**config.mk**
```make
export PLATFORM = sky130hd
export DESIGN_NAME = axi32_lite_master
export DESIGN_NICKNAME = d
export VERILOG_FILES = /design/src/rtl/axi32_pkg.sv /design/src/rtl/axi32_watchdog.sv /design/src/rtl/axi32_lite_master.sv
export SDC_FILE = /design/constraint.sdc
export NUM_CORES = 1
export LEC_CHECK = 0
export CAP_MARGIN = 40
export CORE_MARGIN = 1
export CORE_UTILIZATION = 46
export DETAILED_ROUTE_END_ITERATION = 10
export GPL_TIMING_DRIVEN = 0
export PLACE_DENSITY = 0.85
export SLEW_MARGIN = 20
export SYNTH_ARGS = -nofsm -noshare
export SYNTH_HDL_FRONTEND = slang
export SYNTH_SLANG_ARGS = --single-unit
```
**constraint.sdc**
```tcl
create_clock -name m_axi_clk_in -period 4.11 [get_ports m_axi_clk_in]
set_input_delay 0.411 -clock m_axi_clk_in [delete_from_list [all_inputs] [get_ports m_axi_clk_in]]
set_output_delay 0.411 -clock m_axi_clk_in [all_outputs]
set_load 0.01 [all_outputs]
```
**src/rtl/axi32_pkg.sv**
```systemverilog
// axi32 shared definitions: response codes,
// master state encoding and a width helper.
package axi32_pkg;

  localparam logic [1:0] RESP_OKAY   = 2'b00;
  localparam logic [1:0] RESP_SLVERR = 2'b10;
  localparam logic [1:0] RESP_DECERR = 2'b11;

  typedef enum logic [2:0] {
    ST_IDLE,
    ST_WR,
    ST_WR_RESP,
    ST_RD_ADDR,
    ST_RD_DATA,
    ST_RESP
  } state_t;

  function automatic int clogb2(input int value);
    int r;
    r = 0;
    while ((1 << r) < value) r++;
    return r;
  endfunction

endpackage

```
**src/rtl/axi32_watchdog.sv**
```systemverilog
// axi32 per-transaction watchdog counter.
// Cleared on accept, counts while enabled.
module axi32_watchdog
  import axi32_pkg::*;
#(
  parameter int timeout_cycles = 255
) (
  input  logic clk,
  input  logic rst_n,
  input  logic load,
  input  logic enable,
  output logic expire
);

  localparam int cw = clogb2(timeout_cycles + 1);
  // fire early enough that the abort response
  // lands timeout_cycles cycles after accept
  localparam int lim =
    (timeout_cycles > 2) ? timeout_cycles - 2 : 0;

  logic [cw-1:0] cnt;

  assign expire = enable && (cnt >= cw'(lim));

  // clear on accept, count in-flight cycles
  always_ff @(posedge clk or negedge rst_n) begin
    if (!rst_n) begin
      cnt <= '0;
    end else if (load) begin
      cnt <= '0;
    end else if (enable) begin
      cnt <= cnt + cw'(1);
    end
  end

endmodule

```
**src/rtl/axi32_lite_master.sv**
```systemverilog
// axi32 single-outstanding AXI4-Lite master
// with watchdog abort of stuck transactions.
module axi32_lite_master
  import axi32_pkg::*;
#(
  parameter int datawidth      = 32,
  parameter int addrwidth      = 8,
  parameter int timeout_cycles = 255
) (
  input  logic                   m_axi_clk_in,
  input  logic                   m_axi_reset_n_in,
  input  logic                   req_valid_in,
  output logic                   req_ready_out,
  input  logic                   req_wr_in,
  input  logic [addrwidth-1:0]   req_addr_in,
  input  logic [datawidth-1:0]   req_wdata_in,
  input  logic [datawidth/8-1:0] req_wstrb_in,
  output logic                   rsp_valid_out,
  output logic [datawidth-1:0]   rsp_rdata_out,
  output logic [1:0]             rsp_resp_out,
  output logic                   rsp_timeout_out,
  output logic [addrwidth-1:0]   m_axi_awaddr_out,
  output logic                   m_axi_awvalid_out,
  input  logic                   m_axi_awready_in,
  output logic [datawidth-1:0]   m_axi_wdata_out,
  output logic [datawidth/8-1:0] m_axi_wstrb_out,
  output logic                   m_axi_wvalid_out,
  input  logic                   m_axi_wready_in,
  input  logic [1:0]             m_axi_bresp_in,
  input  logic                   m_axi_bvalid_in,
  output logic                   m_axi_bready_out,
  output logic [addrwidth-1:0]   m_axi_araddr_out,
  output logic                   m_axi_arvalid_out,
  input  logic                   m_axi_arready_in,
  input  logic [datawidth-1:0]   m_axi_rdata_in,
  input  logic [1:0]             m_axi_rresp_in,
  input  logic                   m_axi_rvalid_in,
  output logic                   m_axi_rready_out
);

  state_t state;
  logic   wd_load;
  logic   wd_en;
  logic   wd_expire;
  logic   aw_done;
  logic   w_done;

  assign wd_load = (state == ST_IDLE)
                && req_valid_in && req_ready_out;
  assign wd_en   = state inside {ST_WR, ST_WR_RESP,
                                 ST_RD_ADDR, ST_RD_DATA};
  assign aw_done = !m_axi_awvalid_out
                || m_axi_awready_in;
  assign w_done  = !m_axi_wvalid_out
                || m_axi_wready_in;

  axi32_watchdog #(
    .timeout_cycles(timeout_cycles)
  ) u_wd (
    .clk   (m_axi_clk_in),
    .rst_n (m_axi_reset_n_in),
    .load  (wd_load),
    .enable(wd_en),
    .expire(wd_expire)
  );

  // transaction sequencer with registered outputs
  always_ff @(posedge m_axi_clk_in
              or negedge m_axi_reset_n_in) begin
    if (!m_axi_reset_n_in) begin
      state             <= ST_IDLE;
      req_ready_out     <= 1'b0;
      rsp_valid_out     <= 1'b0;
      rsp_rdata_out     <= '0;
      rsp_resp_out      <= RESP_OKAY;
      rsp_timeout_out   <= 1'b0;
      m_axi_awaddr_out  <= '0;
      m_axi_awvalid_out <= 1'b0;
      m_axi_wdata_out   <= '0;
      m_axi_wstrb_out   <= '0;
      m_axi_wvalid_out  <= 1'b0;
      m_axi_bready_out  <= 1'b0;
      m_axi_araddr_out  <= '0;
      m_axi_arvalid_out <= 1'b0;
      m_axi_rready_out  <= 1'b0;
    end else begin
      rsp_valid_out <= 1'b0;
      if (wd_expire) begin
        // deliberate protocol break to recover
        m_axi_awvalid_out <= 1'b0;
        m_axi_wvalid_out  <= 1'b0;
        m_axi_bready_out  <= 1'b0;
        m_axi_arvalid_out <= 1'b0;
        m_axi_rready_out  <= 1'b0;
        rsp_rdata_out     <= '0;
        rsp_resp_out      <= RESP_SLVERR;
        rsp_timeout_out   <= 1'b1;
        rsp_valid_out     <= 1'b1;
        state             <= ST_RESP;
      end else begin
        unique case (state)
          ST_IDLE: begin
            req_ready_out <= 1'b1;
            if (req_valid_in && req_ready_out) begin
              req_ready_out <= 1'b0;
              if (req_wr_in) begin
                m_axi_awaddr_out  <= req_addr_in;
                m_axi_wdata_out   <= req_wdata_in;
                m_axi_wstrb_out   <= req_wstrb_in;
                m_axi_awvalid_out <= 1'b1;
                m_axi_wvalid_out  <= 1'b1;
                state             <= ST_WR;
              end else begin
                m_axi_araddr_out  <= req_addr_in;
                m_axi_arvalid_out <= 1'b1;
                state             <= ST_RD_ADDR;
              end
            end
          end
          ST_WR: begin
            if (m_axi_awready_in)
              m_axi_awvalid_out <= 1'b0;
            if (m_axi_wready_in)
              m_axi_wvalid_out <= 1'b0;
            if (aw_done && w_done) begin
              m_axi_bready_out <= 1'b1;
              state            <= ST_WR_RESP;
            end
          end
          ST_WR_RESP: begin
            if (m_axi_bvalid_in) begin
              m_axi_bready_out <= 1'b0;
              rsp_rdata_out    <= '0;
              rsp_resp_out     <= m_axi_bresp_in;
              rsp_timeout_out  <= 1'b0;
              rsp_valid_out    <= 1'b1;
              state            <= ST_RESP;
            end
          end
          ST_RD_ADDR: begin
            if (m_axi_arready_in) begin
              m_axi_arvalid_out <= 1'b0;
              m_axi_rready_out  <= 1'b1;
              state             <= ST_RD_DATA;
            end
          end
          ST_RD_DATA: begin
            if (m_axi_rvalid_in) begin
              m_axi_rready_out <= 1'b0;
              rsp_rdata_out    <= m_axi_rdata_in;
              rsp_resp_out     <= m_axi_rresp_in;
              rsp_timeout_out  <= 1'b0;
              rsp_valid_out    <= 1'b1;
              state            <= ST_RESP;
            end
          end
          ST_RESP: begin
            req_ready_out <= 1'b1;
            state         <= ST_IDLE;
          end
          default: begin
            state <= ST_IDLE;
          end
        endcase
      end
    end
  end

endmodule

```
==> impl_table.tex, run 1 <==
\begin{tabular}{lr}
\hline
Metric & Value \\
\hline
\multicolumn{2}{l}{\textbf{Synth}} \\
Cell taking the most area after synthesis & sky130\_fd\_sc\_hd\_\_dfrtp\_1 \\
Avg Cell Area, Syn & 14.4 um\^{}2 \\
Count of mapped cells out of synthesis & 305 \\
Syn nets & 397 \\
Share of the synthesized area in the top cell type & 59.7\% \\
Async SR Flop Fraction & 100\% \\
Post-synth EDFFs & 0 \\
Sequential-to-total area share from yosys stat & 59.7\% \\
Mapped cell area & 0.00440 mm\^{}2 \\
Most used DFF post-synth & sky130\_fd\_sc\_hd\_\_dfrtp\_1 \\
Count of yosys warnings during synthesis & 0 \\
Synth cell types & 49 \\
Synthesis-stage register bit count & 105 \\
Cell types occupying the most area after synthesis & sky130\_fd\_sc\_hd\_\_dfrtp\_1 60\%, sky130\_fd\_sc\_hd\_\_mux2\_4 13\%, sky130\_fd\_sc\_hd\_\_a22o\_1 6.4\% \\
\multicolumn{2}{l}{\textbf{Power and ir drop}} \\
Pwr dens & 731 mW/mm\^{}2 \\
Switching part of the total power & 32.5\% \\
Sequential Power Share & 37.2\% \\
Internal power component & 3.28 mW \\
Combinational Power Share & 48.6\% \\
Leakage power & 3.01 nW \\
Clk pwr share & 14.3\% \\
Net switching power & 1.58 mW \\
Worst ir drop on vdd & 0.407 mV \\
\multicolumn{2}{l}{\textbf{Global routing}} \\
Global-route wire length before repair & 17000 um \\
All-layer global routing usage & 21.8\% \\
Layer carrying the most global-route usage & met2 \\
Largest net degree at the start of global routing & 61 \\
Initial antenna violation count & 0 \\
Met1 track demand over resource in global routing & 27.5\% \\
Global-route track usage on met2 & 36.1\% \\
Global-route met3 utilization & 7.10\% \\
Overflow after GRT & 0 \\
Via count of the first global-routing pass & 3383 \\
\multicolumn{2}{l}{\textbf{Run status}} \\
Status & finished clean \\
\multicolumn{2}{l}{\textbf{Placed design}} \\
\# placed instances & 618 \\
Post-detailed-placement half-perimeter wirelength & 7970 um \\
Buffers on Ports & 182 \\
RD Place Congestion & 0.842 \\
\multicolumn{2}{l}{\textbf{Worst setup path}} \\
Flop2flop setup slack & 1.92 ns \\
Crit path arrival time & 2.50 ns \\
Critical path class & flop to flop \\
Number of cell instances on the worst register-to-register path & 8 \\
Reg-to-Reg End & rsp\_rdata\_out[6] \\
Critical-path maximum fanout & 10 \\
RR Startpoint & u\_wd.cnt[0] \\
Critical path endpoint category & flop \\
Critical path data required time & 4.42 ns \\
Startpoint of the worst setup timing path & u\_wd.cnt[0] \\
CP Launch Type & flop \\
\multicolumn{2}{l}{\textbf{Route}} \\
Routed Wire Length & 10600 um \\
Routed WL per cell & 16.7 um \\
Average vias per placed instance & 5.09 \\
Initial drt markers & 72 \\
Post-route DRC violation count & 0 \\
Residual antenna-violating net count after detailed routing & 0 \\
Number of detailed-route iterations in the first pass & 4 \\
Total number of vias & 3234 \\
\multicolumn{2}{l}{\textbf{Timing}} \\
Highest achievable clock rate & 457 MHz \\
Post-layout minimum cycle time & 2.19 ns \\
Clock skew after layout & 0.0167 ns \\
Final-report setup violation count & 0 \\
Worst relative slew slack & 63.6\% \\
Max-slew violation total from the final report & 0 \\
Transition at the pin with the smallest max-transition slack & 0.541 ns \\
Ratio of final minimum period to clock period & 53.2\% \\
Number of hold violations in the final report & 0 \\
Unrepaired setup endpoints after global routing & no \\
\multicolumn{2}{l}{\textbf{Final layout}} \\
Post-synthesis to final-layout area growth & 51.1\% \\
Share of the core filled with cells & 71.9\% \\
Most common library cell in the layout ignoring fill and taps & sky130\_fd\_sc\_hd\_\_clkdlybuf4s50\_1 \\
Sequential Area & 0.00263 mm\^{}2 \\
Leading cell types in the layout, fill and taps excluded & 181 x sky130\_fd\_sc\_hd\_\_clkdlybuf4s50\_1, 105 x sky130\_fd\_sc\_hd\_\_dfrtp\_1, 38 x sky130\_fd\_sc\_hd\_\_mux2\_4 \\
Number of nets in the layout & 593 \\
Share of final-layout standard cells stronger than drive strength 1 & 17.6\% \\
Antenna Cells & 0 \\
Non-filler cells in the finished layout & 635 \\
Multi-input combinational cell area & 0.00165 mm\^{}2 \\
\# fillers & 654 \\
\multicolumn{2}{l}{\textbf{Clock network}} \\
Clock-pin transition on the worst setup and hold timing paths & 0.11 ns \\
Clock Latency Late Sink & 0.36 ns \\
Hold-fix buffer count after cts & 1 \\
Root buf cell & sky130\_fd\_sc\_hd\_\_clkbuf\_8 \\
Number of setup buffers added after CTS & 0 \\
H-tree lvl count & 3 \\
Post-CTS Resized & 0 \\
Total CTS buffers & 9 \\
Clock tree from TritonCTS & yes \\
Clock net sink count & 105 \\
Max clock buf depth & 2 \\
\multicolumn{2}{l}{\textbf{Die}} \\
Number of top-level pins & 183 \\
Cell Rows & 35 \\
Horiz. Die Dim & 99.8 um \\
Placeable core region & 0.00924 mm\^{}2 \\
Effective utilization at floorplan & 47.6\% \\
Die outline height & 99.8 um \\
Die area & 0.00996 mm\^{}2 \\
\multicolumn{2}{l}{\textbf{Min path}} \\
Worst min-delay path startpoint & rsp\_timeout\_out \\
Endpoint of the worst hold path & rsp\_timeout\_out \\
Worst hold path depth & 1 \\
Type of the tightest min-delay check & flop to flop \\
\multicolumn{2}{l}{\textbf{Run}} \\
Max Cap Violations & 0 \\
\hline
\end{tabular}
[worst max-delay path, cell delays in order, from the launching register on]
cell and delay [ns]:
sky130_fd_sc_hd__dfrtp_1 0.46, sky130_fd_sc_hd__inv_1 0.08, sky130_fd_sc_hd__ha_1 0.14, sky130_fd_sc_hd__nor2b_1 0.15, sky130_fd_sc_hd__nor3_2 0.09, sky130_fd_sc_hd__nor4_1 0.42
sky130_fd_sc_hd__buf_2 0.24, sky130_fd_sc_hd__clkbuf_1 0.35, sky130_fd_sc_hd__a22o_1 0.20
[worst max-delay path by stage]
stage                         endpoint  cells past startpoint
finish                rsp_rdata_out[6]                      8
global route          rsp_rdata_out[5]                      8
CTS                   rsp_rdata_out[6]                      8
detailed placement  m_axi_wdata_out[2]                      6
global placement      rsp_rdata_out[0]                      1
floorplan             rsp_rdata_out[0]                      7
[power by group through the flow]
stage	combinational, mW	clock (mW)	sequential, mW
2_1_floorplan	0.954	0	2.00
3_3_place_gp	2.31	0	1.80
3_5_place_dp	2.38	0	1.82
4_1_cts	2.39	0.717	1.81
5_1_grt	2.52	0.754	1.87
6_report	2.36	0.693	1.81
[sequential cells by signal (all words and copies together) (netlist names), 2 cells and up]
register / count
m_axi_araddr_out: 8
m_axi_awaddr_out: 8
m_axi_wdata_out: 32
m_axi_wstrb_out: 4
rsp_rdata_out: 32
rsp_resp_out: 2
state: 3
u_wd.cnt: 8
[Yosys cell counts, types with 3 or more instances]
library cell,number
sky130_fd_sc_hd__clkbuf_1,4
sky130_fd_sc_hd__buf_6,4
sky130_fd_sc_hd__buf_2,5
sky130_fd_sc_hd__a22o_1,32
sky130_fd_sc_hd__xor2_1,3
sky130_fd_sc_hd__nor2b_1,4
sky130_fd_sc_hd__inv_1,6
sky130_fd_sc_hd__nand4_1,3
sky130_fd_sc_hd__mux2_4,38
sky130_fd_sc_hd__nor2_1,10
sky130_fd_sc_hd__mux2_2,15
sky130_fd_sc_hd__nand2_1,8
sky130_fd_sc_hd__o21ai_0,6
sky130_fd_sc_hd__nand3b_1,3
sky130_fd_sc_hd__ha_1,3
sky130_fd_sc_hd__dfrtp_1,105
sky130_fd_sc_hd__a21oi_1,15
sky130_fd_sc_hd__mux2i_1,3
[metal layers]
layer,part of all wire (%),routed length (um),vias up
met5,0,0,-
met4,1.1,120,0
met3,8.7,922,12
li1,-,-,1491
met2,49,5170,150
met1,41,4410,1581
[final cells by class]
class	count	share of cell area [%]
clock inverters	7	1.43
plain buffers	15	1.45
flip-flops and latches	105	39.5
repair buffers	185	28.1
multi-input cells	178	24.8
clock buffers	9	1.86
well taps	129	2.43
inverters	7	0.395
[kinds of logic after synthesis]
group	count (synthesis)	synth area share [%]
flops	105	59.7
compound gates	70	12.1
mux	56	17.5
simple gates	45	6.23
buf+inv	22	2.79
xor+xnor	4	0.797
fa+ha+maj	3	0.853
[through the flow]
stage / power, mW / setup TNS (ns) / cell area (um^2) / hold WS (ns) / worst slack, ns
after CTS: 4.91 / 0 / 6650 / 0.497 / 1.93
after detailed placement: 4.20 / 0 / 6420 / 0.368 / 1.90
final: 4.86 / 0 / 6650 / 0.494 / 1.92
after floorplan: 2.95 / 0 / 4400 / 0.115 / 2.30
after global placement: 4.11 / -129.24 / 6380 / 0.464 / -1.24
after global routing: 5.15 / 0 / 6650 / 0.520 / 1.73
Note: power is estimated with default switching activity, not from simulation.
==> inputs of run 2 (changes only) <==
Settings changed: CORE_UTILIZATION 46 to 43, PLACE_DENSITY 0.85 to 0.8.
Clock period 4.11 ns to 2.15 ns, I/O delays scaled along.
==> run 2 against run 1 <==
Combinational power rose by 90%. Clock power rose by 88%. Largest power group unchanged. Highest routed layer unchanged. Sequential share of layout area fell by 0.074 points. Global-route usage fell by 2.7 points. Count of clock-buffer cells in the layout did not move. Critical path depth fell by 2. Non-clock buffer count did not move. Critical endpoint is now m_axi_wstrb_out[3]. Maximum frequency rose by 11%. Die area rose by 6.8%. Via count fell by 0.53%.
==> impl_table.tex, run 2 (synthesis results as in run 1) <==
\begin{tabular}{lr}
\hline
Metric & Value \\
\hline
\multicolumn{2}{l}{\textbf{Run status}} \\
Status & finished clean \\
\multicolumn{2}{l}{\textbf{Placed design}} \\
Post-placement worst setup slack & 0.00250 ns (-1.90 ns) \\
RD Place Congestion & 0.804 (-4.5\%) \\
Post-detailed-placement half-perimeter wirelength & 7590 um (-4.8\%) \\
\# placed instances & 622 (+0.65\%) \\
Buffers on Ports & 182 (unchanged) \\
Placed Instance Area & 0.00642 mm\^{}2 (about the same) \\
\multicolumn{2}{l}{\textbf{Route}} \\
Routed WL per cell & 15.9 um (-4.7\%) \\
Routed Wire Length & 10200 um (-4.1\%) \\
Total number of vias & 3217 (-0.53\%) \\
Number of detailed-route iterations in the first pass & 4 (unchanged) \\
Average vias per placed instance & 5.03 (-1.1\%) \\
Initial drt markers & 132 (+83\%) \\
Post-route DRC violation count & 0 (unchanged) \\
Residual antenna-violating net count after detailed routing & 0 (unchanged) \\
\multicolumn{2}{l}{\textbf{Worst setup path}} \\
Crit path arrival time & 2.22 ns (-0.28 ns) \\
CP Launch Type & flop \\
Cell with the largest stage delay on the worst path & sky130\_fd\_sc\_hd\_\_dfrtp\_1 \\
Delay of the slowest critical-path stage & 0.47 ns (about the same) \\
Critical-path maximum fanout & 10 (unchanged) \\
Critical path class & flop to flop \\
Crit-path cells & or3\_1 -> buf\_4 -> nor2\_8 -> nand2\_4 -> buf\_6 -> mux2\_4 \\
Critical path endpoint category & flop \\
Critical path data required time & 2.40 ns (-2.02 ns) \\
\multicolumn{2}{l}{\textbf{Die}} \\
Number of top-level pins & 183 (unchanged) \\
Horiz. Die Dim & 103 um (+3.4\%) \\
Placeable core region & 0.00986 mm\^{}2 (+6.8\%) \\
Die area & 0.0106 mm\^{}2 (+6.8\%) \\
Effective utilization at floorplan & 44.6\% (-3.0 points) \\
Cell Rows & 36 (+2.9\%) \\
Die outline height & 103 um (+3.4\%) \\
\multicolumn{2}{l}{\textbf{Final layout}} \\
Biggest registers after layout & m\_axi\_wdata\_out: 32 flops, rsp\_rdata\_out: 32 flops \\
Post-synthesis to final-layout area growth & 51.3\% \\
Share of final-layout standard cells stronger than drive strength 1 & 18.0\% (+0.40 points) \\
Non-filler cells in the finished layout & 639 (+0.63\%) \\
Antenna Cells & 0 (unchanged) \\
Leading cell types in the layout, fill and taps excluded & 181 x sky130\_fd\_sc\_hd\_\_clkdlybuf4s50\_1, 105 x sky130\_fd\_sc\_hd\_\_dfrtp\_1, 38 x sky130\_fd\_sc\_hd\_\_mux2\_4 \\
Most common library cell in the layout ignoring fill and taps & sky130\_fd\_sc\_hd\_\_clkdlybuf4s50\_1 \\
Number of nets in the layout & 593 (unchanged) \\
Final instance area & 0.00666 mm\^{}2 (+0.19\%) \\
\# fillers & 711 (+8.7\%) \\
\multicolumn{2}{l}{\textbf{Global routing}} \\
Largest net degree at the start of global routing & 64 (+4.9\%) \\
Global-route wire length before repair & 15300 um (-9.9\%) \\
Initial antenna violation count & 0 (unchanged) \\
Overflow after GRT & 0 (unchanged) \\
All-layer global routing usage & 19.1\% (-2.7 points) \\
Via count of the first global-routing pass & 3216 (-4.9\%) \\
\multicolumn{2}{l}{\textbf{Run}} \\
Max Cap Violations & 0 (unchanged) \\
\multicolumn{2}{l}{\textbf{Clock network}} \\
Clock Latency Late Sink & 0.37 ns (about the same) \\
Clock net sink count & 105 (unchanged) \\
Root buf cell & sky130\_fd\_sc\_hd\_\_clkbuf\_8 \\
Max clock buf depth & 2 (unchanged) \\
Clock-pin transition on the worst setup and hold timing paths & 0.10 ns (about the same) \\
H-tree lvl count & 3 (unchanged) \\
Total CTS buffers & 9 (unchanged) \\
Number of setup buffers added after CTS & 0 (unchanged) \\
Clock tree from TritonCTS & yes \\
\multicolumn{2}{l}{\textbf{Power and ir drop}} \\
Leakage power & 3.01 nW (+0.12\%) \\
Worst ir drop on vdd & 0.674 mV (+66\%) \\
Pwr dens & 1390 mW/mm\^{}2 (+90\%) \\
\multicolumn{2}{l}{\textbf{Timing}} \\
Post-layout minimum cycle time & 1.97 ns (-0.222 ns) \\
Worst hold slack & 0.322 ns (-0.172 ns) \\
Number of hold violations in the final report & 0 (unchanged) \\
Sum of negative setup slack & 0 ns (unchanged) \\
Unrepaired setup endpoints after global routing & no \\
Clock skew after layout & 0.0148 ns (-0.00191 ns) \\
Least setup slack across all paths after layout & 0.184 ns (-1.74 ns) \\
Transition at the pin with the smallest max-transition slack & 0.485 ns (-0.0559 ns) \\
Ratio of final minimum period to clock period & 91.4\% (+38 points) \\
Max-slew violation total from the final report & 0 (unchanged) \\
Final-report setup violation count & 0 (unchanged) \\
Highest achievable clock rate & 509 MHz (+11\%) \\
Worst relative slew slack & 67.6\% (+4.0 points) \\
\multicolumn{2}{l}{\textbf{Min path}} \\
Type of the tightest min-delay check & primary input to async pin \\
\hline
\end{tabular}
==> run 2: final timing paths <==
| path | from | endpoint | slack [ns] | cells after the start |
|---|---|---|---|---|
| max reg2reg | state[1] | m_axi_wstrb_out[3] | 0.18 | 6 |
| max | state[1] | m_axi_wstrb_out[3] | 0.18 | 6 |
| min reg2reg | u_wd.cnt[7] | u_wd.cnt[7] | 0.50 | 1 |
| min | m_axi_reset_n_in | m_axi_awaddr_out[3] | 0.32 | 2 |
| min in group m_axi_clk_in | m_axi_rdata_in[9] | rsp_rdata_out[9] | 0.43 | 2 |
| max in group asynchronous | m_axi_reset_n_in | state[0] | 1.19 | 3 |
==> run 2: layout make-up <==
cell class	count	area, um^2	area share, %
flip-flops and latches	105	2630	39.5
repair buffers	185	1870	28.0
multi-input cells	178	1660	24.9
well taps	133	166	2.50
clock buffers	9	124	1.86
plain buffers	15	97.6	1.47
clock inverters	7	95.1	1.43
inverters	7	26.3	0.395
==> run 2: stage by stage <==
step	total power, mW	utilization (%)
5_1_grt	9.82	67.5
2_1_floorplan	5.64	-
6_report	9.24	67.5
4_1_cts	9.34	67.4
3_5_place_dp	7.99	65.1
3_3_place_gp	7.87	64.8
==> run 2: layer usage <==
metal	track usage, %	wire (um)	share of wire (%)	vias to the layer above
li1	-	-	-	1503
met1	23.5	4300	42	1574
met2	31.3	4910	48	129
met3	5.69	813	8.0	11
met4	8.13	160	1.6	0
met5	0	0	0	-
==> run 2: where the power goes <==
| part | internal, mW | switching, mW |
|---|---|---|
| combinational | 2.81 | 1.69 |
| clock | 0.575 | 0.723 |
| sequential | 2.89 | 0.562 |
==> run 2: timing repair <==
item | 4_1_cts | 5_1_grt
gates resized for setup | 1 | 2
hold buffers | 1 | 0
hold endpoints to repair | 42 | 0
gates cloned | 0 | 0
endpoints found under the setup margin | 9 | 2
==> run 2: worst max-delay path: cells and delay by family (launching register included) <==
kind          cells  cell delay [ns]
simple gates      3             0.68
mux               1             0.30
flops             1             0.47
buf+inv           2             0.40
==> inputs of run 3 (changes only) <==
Settings changed: ABC_AREA from default to 1, HOLD_SLACK_MARGIN from default to 0.02.
==> run 3 against run 2 <==
Non-clock buffer count decreased by 1. Combinational power about the same. Register-to-register slack improved by 0.12 ns. Synthesized cell count increased by 75%. Count of clock-buffer cells in the layout increased by 2. Clock power about the same. Sequential share of layout area decreased by 0.72 points. Critical path depth increased by 6. Worst hold slack improved by 0.023 ns. Die area increased by 3.3%. Sequential power about the same. Largest cell class unchanged. Largest power group unchanged. Highest routed layer unchanged.
==> impl_table.tex, run 3 <==
\begin{tabular}{lr}
\hline
Metric & Value \\
\hline
\multicolumn{2}{l}{\textbf{Run status}} \\
Status & finished clean \\
\multicolumn{2}{l}{\textbf{Synth}} \\
Count of mapped cells out of synthesis & 534 (+75\%) \\
Post-synth EDFFs & 0 (unchanged) \\
Share of the synthesized area in the top cell type & 57.8\% (-1.9 points) \\
Synthesis-stage register bit count & 105 (unchanged) \\
Sequential-to-total area share from yosys stat & 57.8\% (-1.9 points) \\
Most used DFF post-synth & sky130\_fd\_sc\_hd\_\_dfrtp\_1 \\
Count of yosys warnings during synthesis & 0 (unchanged) \\
Syn nets & 626 (+58\%) \\
Post-synth top cells & 181 x sky130\_fd\_sc\_hd\_\_nand2\_1, 105 x sky130\_fd\_sc\_hd\_\_dfrtp\_1, 86 x sky130\_fd\_sc\_hd\_\_inv\_1 \\
Async SR Flop Fraction & 100\% (unchanged) \\
Avg Cell Area, Syn & 8.51 um\^{}2 (-41\%) \\
Synth cell types & 32 (-35\%) \\
Mapped cell area & 0.00455 mm\^{}2 (+3.3\%) \\
Cell types occupying the most area after synthesis & sky130\_fd\_sc\_hd\_\_dfrtp\_1 58\%, sky130\_fd\_sc\_hd\_\_nand2\_1 15\%, sky130\_fd\_sc\_hd\_\_inv\_1 7.1\% \\
Count leader, synth & sky130\_fd\_sc\_hd\_\_nand2\_1 \\
Cell taking the most area after synthesis & sky130\_fd\_sc\_hd\_\_dfrtp\_1 \\
\multicolumn{2}{l}{\textbf{Timing}} \\
Highest achievable clock rate & 541 MHz (+6.3\%) \\
Worst hold slack & 0.346 ns (+0.0230 ns) \\
Unrepaired setup endpoints after global routing & no \\
Post-layout minimum cycle time & 1.85 ns (-0.116 ns) \\
Max-slew violation total from the final report & 0 (unchanged) \\
Transition at the pin with the smallest max-transition slack & 0.485 ns (-0.0000873 ns) \\
Sum of negative setup slack & 0 ns (unchanged) \\
Clock skew after layout & 0.00674 ns (-0.00806 ns) \\
Ratio of final minimum period to clock period & 86.0\% (-5.4 points) \\
Final-report setup violation count & 0 (unchanged) \\
Number of hold violations in the final report & 0 (unchanged) \\
Worst relative slew slack & 67.7\% (+0.11 points) \\
Least setup slack across all paths after layout & 0.300 ns (+0.116 ns) \\
\multicolumn{2}{l}{\textbf{Die}} \\
Horiz. Die Dim & 105 um (+1.6\%) \\
Effective utilization at floorplan & 44.2\% (-0.37 points) \\
Placeable core region & 0.0103 mm\^{}2 (+4.2\%) \\
Die area & 0.0110 mm\^{}2 (+3.3\%) \\
Number of top-level pins & 183 (unchanged) \\
Cell Rows & 37 (+2.8\%) \\
Die outline height & 105 um (+1.6\%) \\
\multicolumn{2}{l}{\textbf{Power and ir drop}} \\
Final Total Pwr & 9.15 mW (-0.93\%) \\
Sequential Power Share & 37.3\% (about the same) \\
Worst ir drop on vdd & 0.765 mV (+13\%) \\
Pwr dens & 1350 mW/mm\^{}2 (-2.7\%) \\
Combinational Power Share & 48.7\% (about the same) \\
Leakage power & 3.47 nW (+15\%) \\
Clk pwr share & 14.0\% (about the same) \\
Switching part of the total power & 36.7\% (+4.5 points) \\
Internal power component & 5.80 mW (-7.5\%) \\
Net switching power & 3.36 mW (+13\%) \\
\multicolumn{2}{l}{\textbf{Clock network}} \\
Clock-pin transition on the worst setup and hold timing paths & 0.10 ns (about the same) \\
Clock Latency Late Sink & 0.37 ns (about the same) \\
Root buf cell & sky130\_fd\_sc\_hd\_\_clkbuf\_8 \\
H-tree lvl count & 3 (unchanged) \\
Clock net sink count & 105 (unchanged) \\
Max clock buf depth & 2 (unchanged) \\
Total CTS buffers & 9 (unchanged) \\
Clock tree from TritonCTS & yes \\
Number of setup buffers added after CTS & 0 (unchanged) \\
\multicolumn{2}{l}{\textbf{Placed design}} \\
Placed Instance Area & 0.00657 mm\^{}2 (+2.3\%) \\
Post-detailed-placement half-perimeter wirelength & 8770 um (+16\%) \\
\# placed instances & 853 (+37\%) \\
Buffers on Ports & 182 (unchanged) \\
RD Place Congestion & 0.798 (-0.73\%) \\
Post-placement worst setup slack & 0.307 ns (+0.305 ns) \\
\multicolumn{2}{l}{\textbf{Final layout}} \\
Number of nets in the layout & 821 (+38\%) \\
Post-synthesis to final-layout area growth & 49.2\% \\
Biggest registers after layout & m\_axi\_wdata\_out: 32 flops, rsp\_rdata\_out: 32 flops \\
Leading cell types in the layout, fill and taps excluded & 181 x sky130\_fd\_sc\_hd\_\_nand2\_1, 181 x sky130\_fd\_sc\_hd\_\_clkdlybuf4s50\_1, 105 x sky130\_fd\_sc\_hd\_\_dfrtp\_1 \\
Antenna Cells & 0 (unchanged) \\
Non-filler cells in the finished layout & 870 (+36\%) \\
Final instance area & 0.00678 mm\^{}2 (+1.9\%) \\
Share of final-layout standard cells stronger than drive strength 1 & 7.63\% (-10 points) \\
Share of the core filled with cells & 66.0\% (-1.5 points) \\
\multicolumn{2}{l}{\textbf{Route}} \\
Routed WL per cell & 13.3 um (-17\%) \\
Average vias per placed instance & 4.62 (-8.2\%) \\
Number of detailed-route iterations in the first pass & 4 (unchanged) \\
Residual antenna-violating net count after detailed routing & 0 (unchanged) \\
Initial drt markers & 210 (+59\%) \\
Routed Wire Length & 11600 um (+14\%) \\
Total number of vias & 4021 (+25\%) \\
Post-route DRC violation count & 0 (unchanged) \\
\multicolumn{2}{l}{\textbf{Global routing}} \\
All-layer global routing usage & 22.5\% (+3.4 points) \\
Overflow after GRT & 0 (unchanged) \\
Initial antenna violation count & 0 (unchanged) \\
Via count of the first global-routing pass & 4141 (+29\%) \\
Global-route wire length before repair & 19300 um (+26\%) \\
Largest net degree at the start of global routing & 57 (-11\%) \\
\multicolumn{2}{l}{\textbf{Worst setup path}} \\
Delay of the slowest critical-path stage & 0.43 ns (-0.04 ns) \\
Reg-to-Reg End & rsp\_rdata\_out[12] \\
Number of cell instances on the worst register-to-register path & 12 (+6) \\
Flop2flop setup slack & 0.30 ns (+0.12 ns) \\
Critical-path maximum fanout & 10 (unchanged) \\
Critical path class & flop to flop \\
Buffers and inverters on the worst path & 4 (+2) \\
Crit-path cells & inv\_1 -> ha\_1 -> nand2\_1 -> nand3\_1 -> nor2\_1 -> nand2\_1 -> buf\_6 -> nand2\_8 -> buf\_6 -> nor2\_1 -> a21oi\_1 -> inv\_1 \\
RR Startpoint & u\_wd.cnt[0] \\
Crit path arrival time & 2.12 ns (-0.10 ns) \\
Critical path endpoint category & flop \\
CP Launch Type & flop \\
Cell with the largest stage delay on the worst path & sky130\_fd\_sc\_hd\_\_dfrtp\_1 \\
Cell family contributing the most delay on the critical path & simple AND/OR/NAND/NOR gates \\
Critical path data required time & 2.42 ns (+0.02 ns) \\
\multicolumn{2}{l}{\textbf{Min path}} \\
Type of the tightest min-delay check & primary input to async pin \\
\multicolumn{2}{l}{\textbf{Run}} \\
Max Cap Violations & 0 (unchanged) \\
\hline
\end{tabular}
## run 3: cell count changes after synthesis, moves of 4 or more
cell                       before  now
sky130_fd_sc_hd__nand3_1        1   12
sky130_fd_sc_hd__clkbuf_1       4    0
sky130_fd_sc_hd__mux2_4        38    0
sky130_fd_sc_hd__o21ai_0        6    2
sky130_fd_sc_hd__inv_2          1    5
sky130_fd_sc_hd__nor2_1        10   57
sky130_fd_sc_hd__a21oi_1       15   36
sky130_fd_sc_hd__mux2_2        15    8
sky130_fd_sc_hd__a22o_1        32    0
sky130_fd_sc_hd__inv_1          6   86
sky130_fd_sc_hd__nand2_1        8  181
sky130_fd_sc_hd__nor2b_1        4    0
## run 3: how the worst max path moves through the flow
stage / from / end / slack (ns) / cells after the start
after CTS: state[1] / m_axi_araddr_out[1] / 0.30 / 5
after global placement: m_axi_reset_n_in / rsp_rdata_out[30] / -3.07 / 1
after floorplan: state[0] / m_axi_araddr_out[0] / 0.51 / 5
after global routing: u_wd.cnt[1] / rsp_rdata_out[31] / 0.12 / 13
final: u_wd.cnt[0] / rsp_rdata_out[12] / 0.30 / 12
after detailed placement: state[1] / m_axi_araddr_out[1] / 0.31 / 5
## run 3: repair_timing
item	in CTS	in global routing
resized for setup	0	0
hold endpoints to repair	49	0
hold buffers	1	0
## run 3: worst register-to-register path: stages (launching register included)
cell                      delay (ns)
sky130_fd_sc_hd__dfrtp_1        0.43
sky130_fd_sc_hd__inv_1          0.08
sky130_fd_sc_hd__ha_1           0.19
sky130_fd_sc_hd__nand2_1        0.07
sky130_fd_sc_hd__nand3_1        0.07
sky130_fd_sc_hd__nor2_1         0.18
sky130_fd_sc_hd__nand2_1        0.11
sky130_fd_sc_hd__buf_6          0.16
sky130_fd_sc_hd__nand2_8        0.08
sky130_fd_sc_hd__buf_6          0.14
sky130_fd_sc_hd__nor2_1         0.05
sky130_fd_sc_hd__a21oi_1        0.12
sky130_fd_sc_hd__inv_1          0.06
## run 3: cells by family after synthesis
kind of cell | after synthesis | synth area share [%]
AO/OA/AOI/OAI | 46 | 5.53
XOR/XNOR | 2 | 0.385
multiplexers | 8 | 1.98
buffers and inverters | 106 | 9.88
adder cells (fa/ha/maj) | 3 | 0.826
AND/OR/NAND/NOR | 264 | 23.6
flip-flops | 105 | 57.8
## run 3: cell type report
cell class | instances | area, um^2
Clock buffer | 11 | 151
Inverter | 91 | 342
Fill cell | 876 | 3500
Buffer | 15 | 108
Tap cell | 136 | 170
Sequential cell | 105 | 2630
Clock inverter | 5 | 53.8
Timing Repair Buffer | 184 | 1860
Multi-Input combinational cell | 323 | 1470
## run 3: power by group through the flow
stage / combinational, mW / clock (mW) / sequential, mW
after CTS: 4.51 / 1.32 / 3.42
final: 4.46 / 1.28 / 3.42
after global placement: 4.34 / 0 / 3.40
after global routing: 4.96 / 1.38 / 3.54
after detailed placement: 4.48 / 0 / 3.45
after floorplan: 1.76 / 0 / 3.80
## run 3: per-layer routing
metal,GRT usage (%),vias to the layer above,part of all wire (%)
li1,-,1983,-
met1,26.0,1857,41
met2,37.1,159,47
met3,9.05,22,9.9
met4,9.56,0,2.6
met5,0,-,0
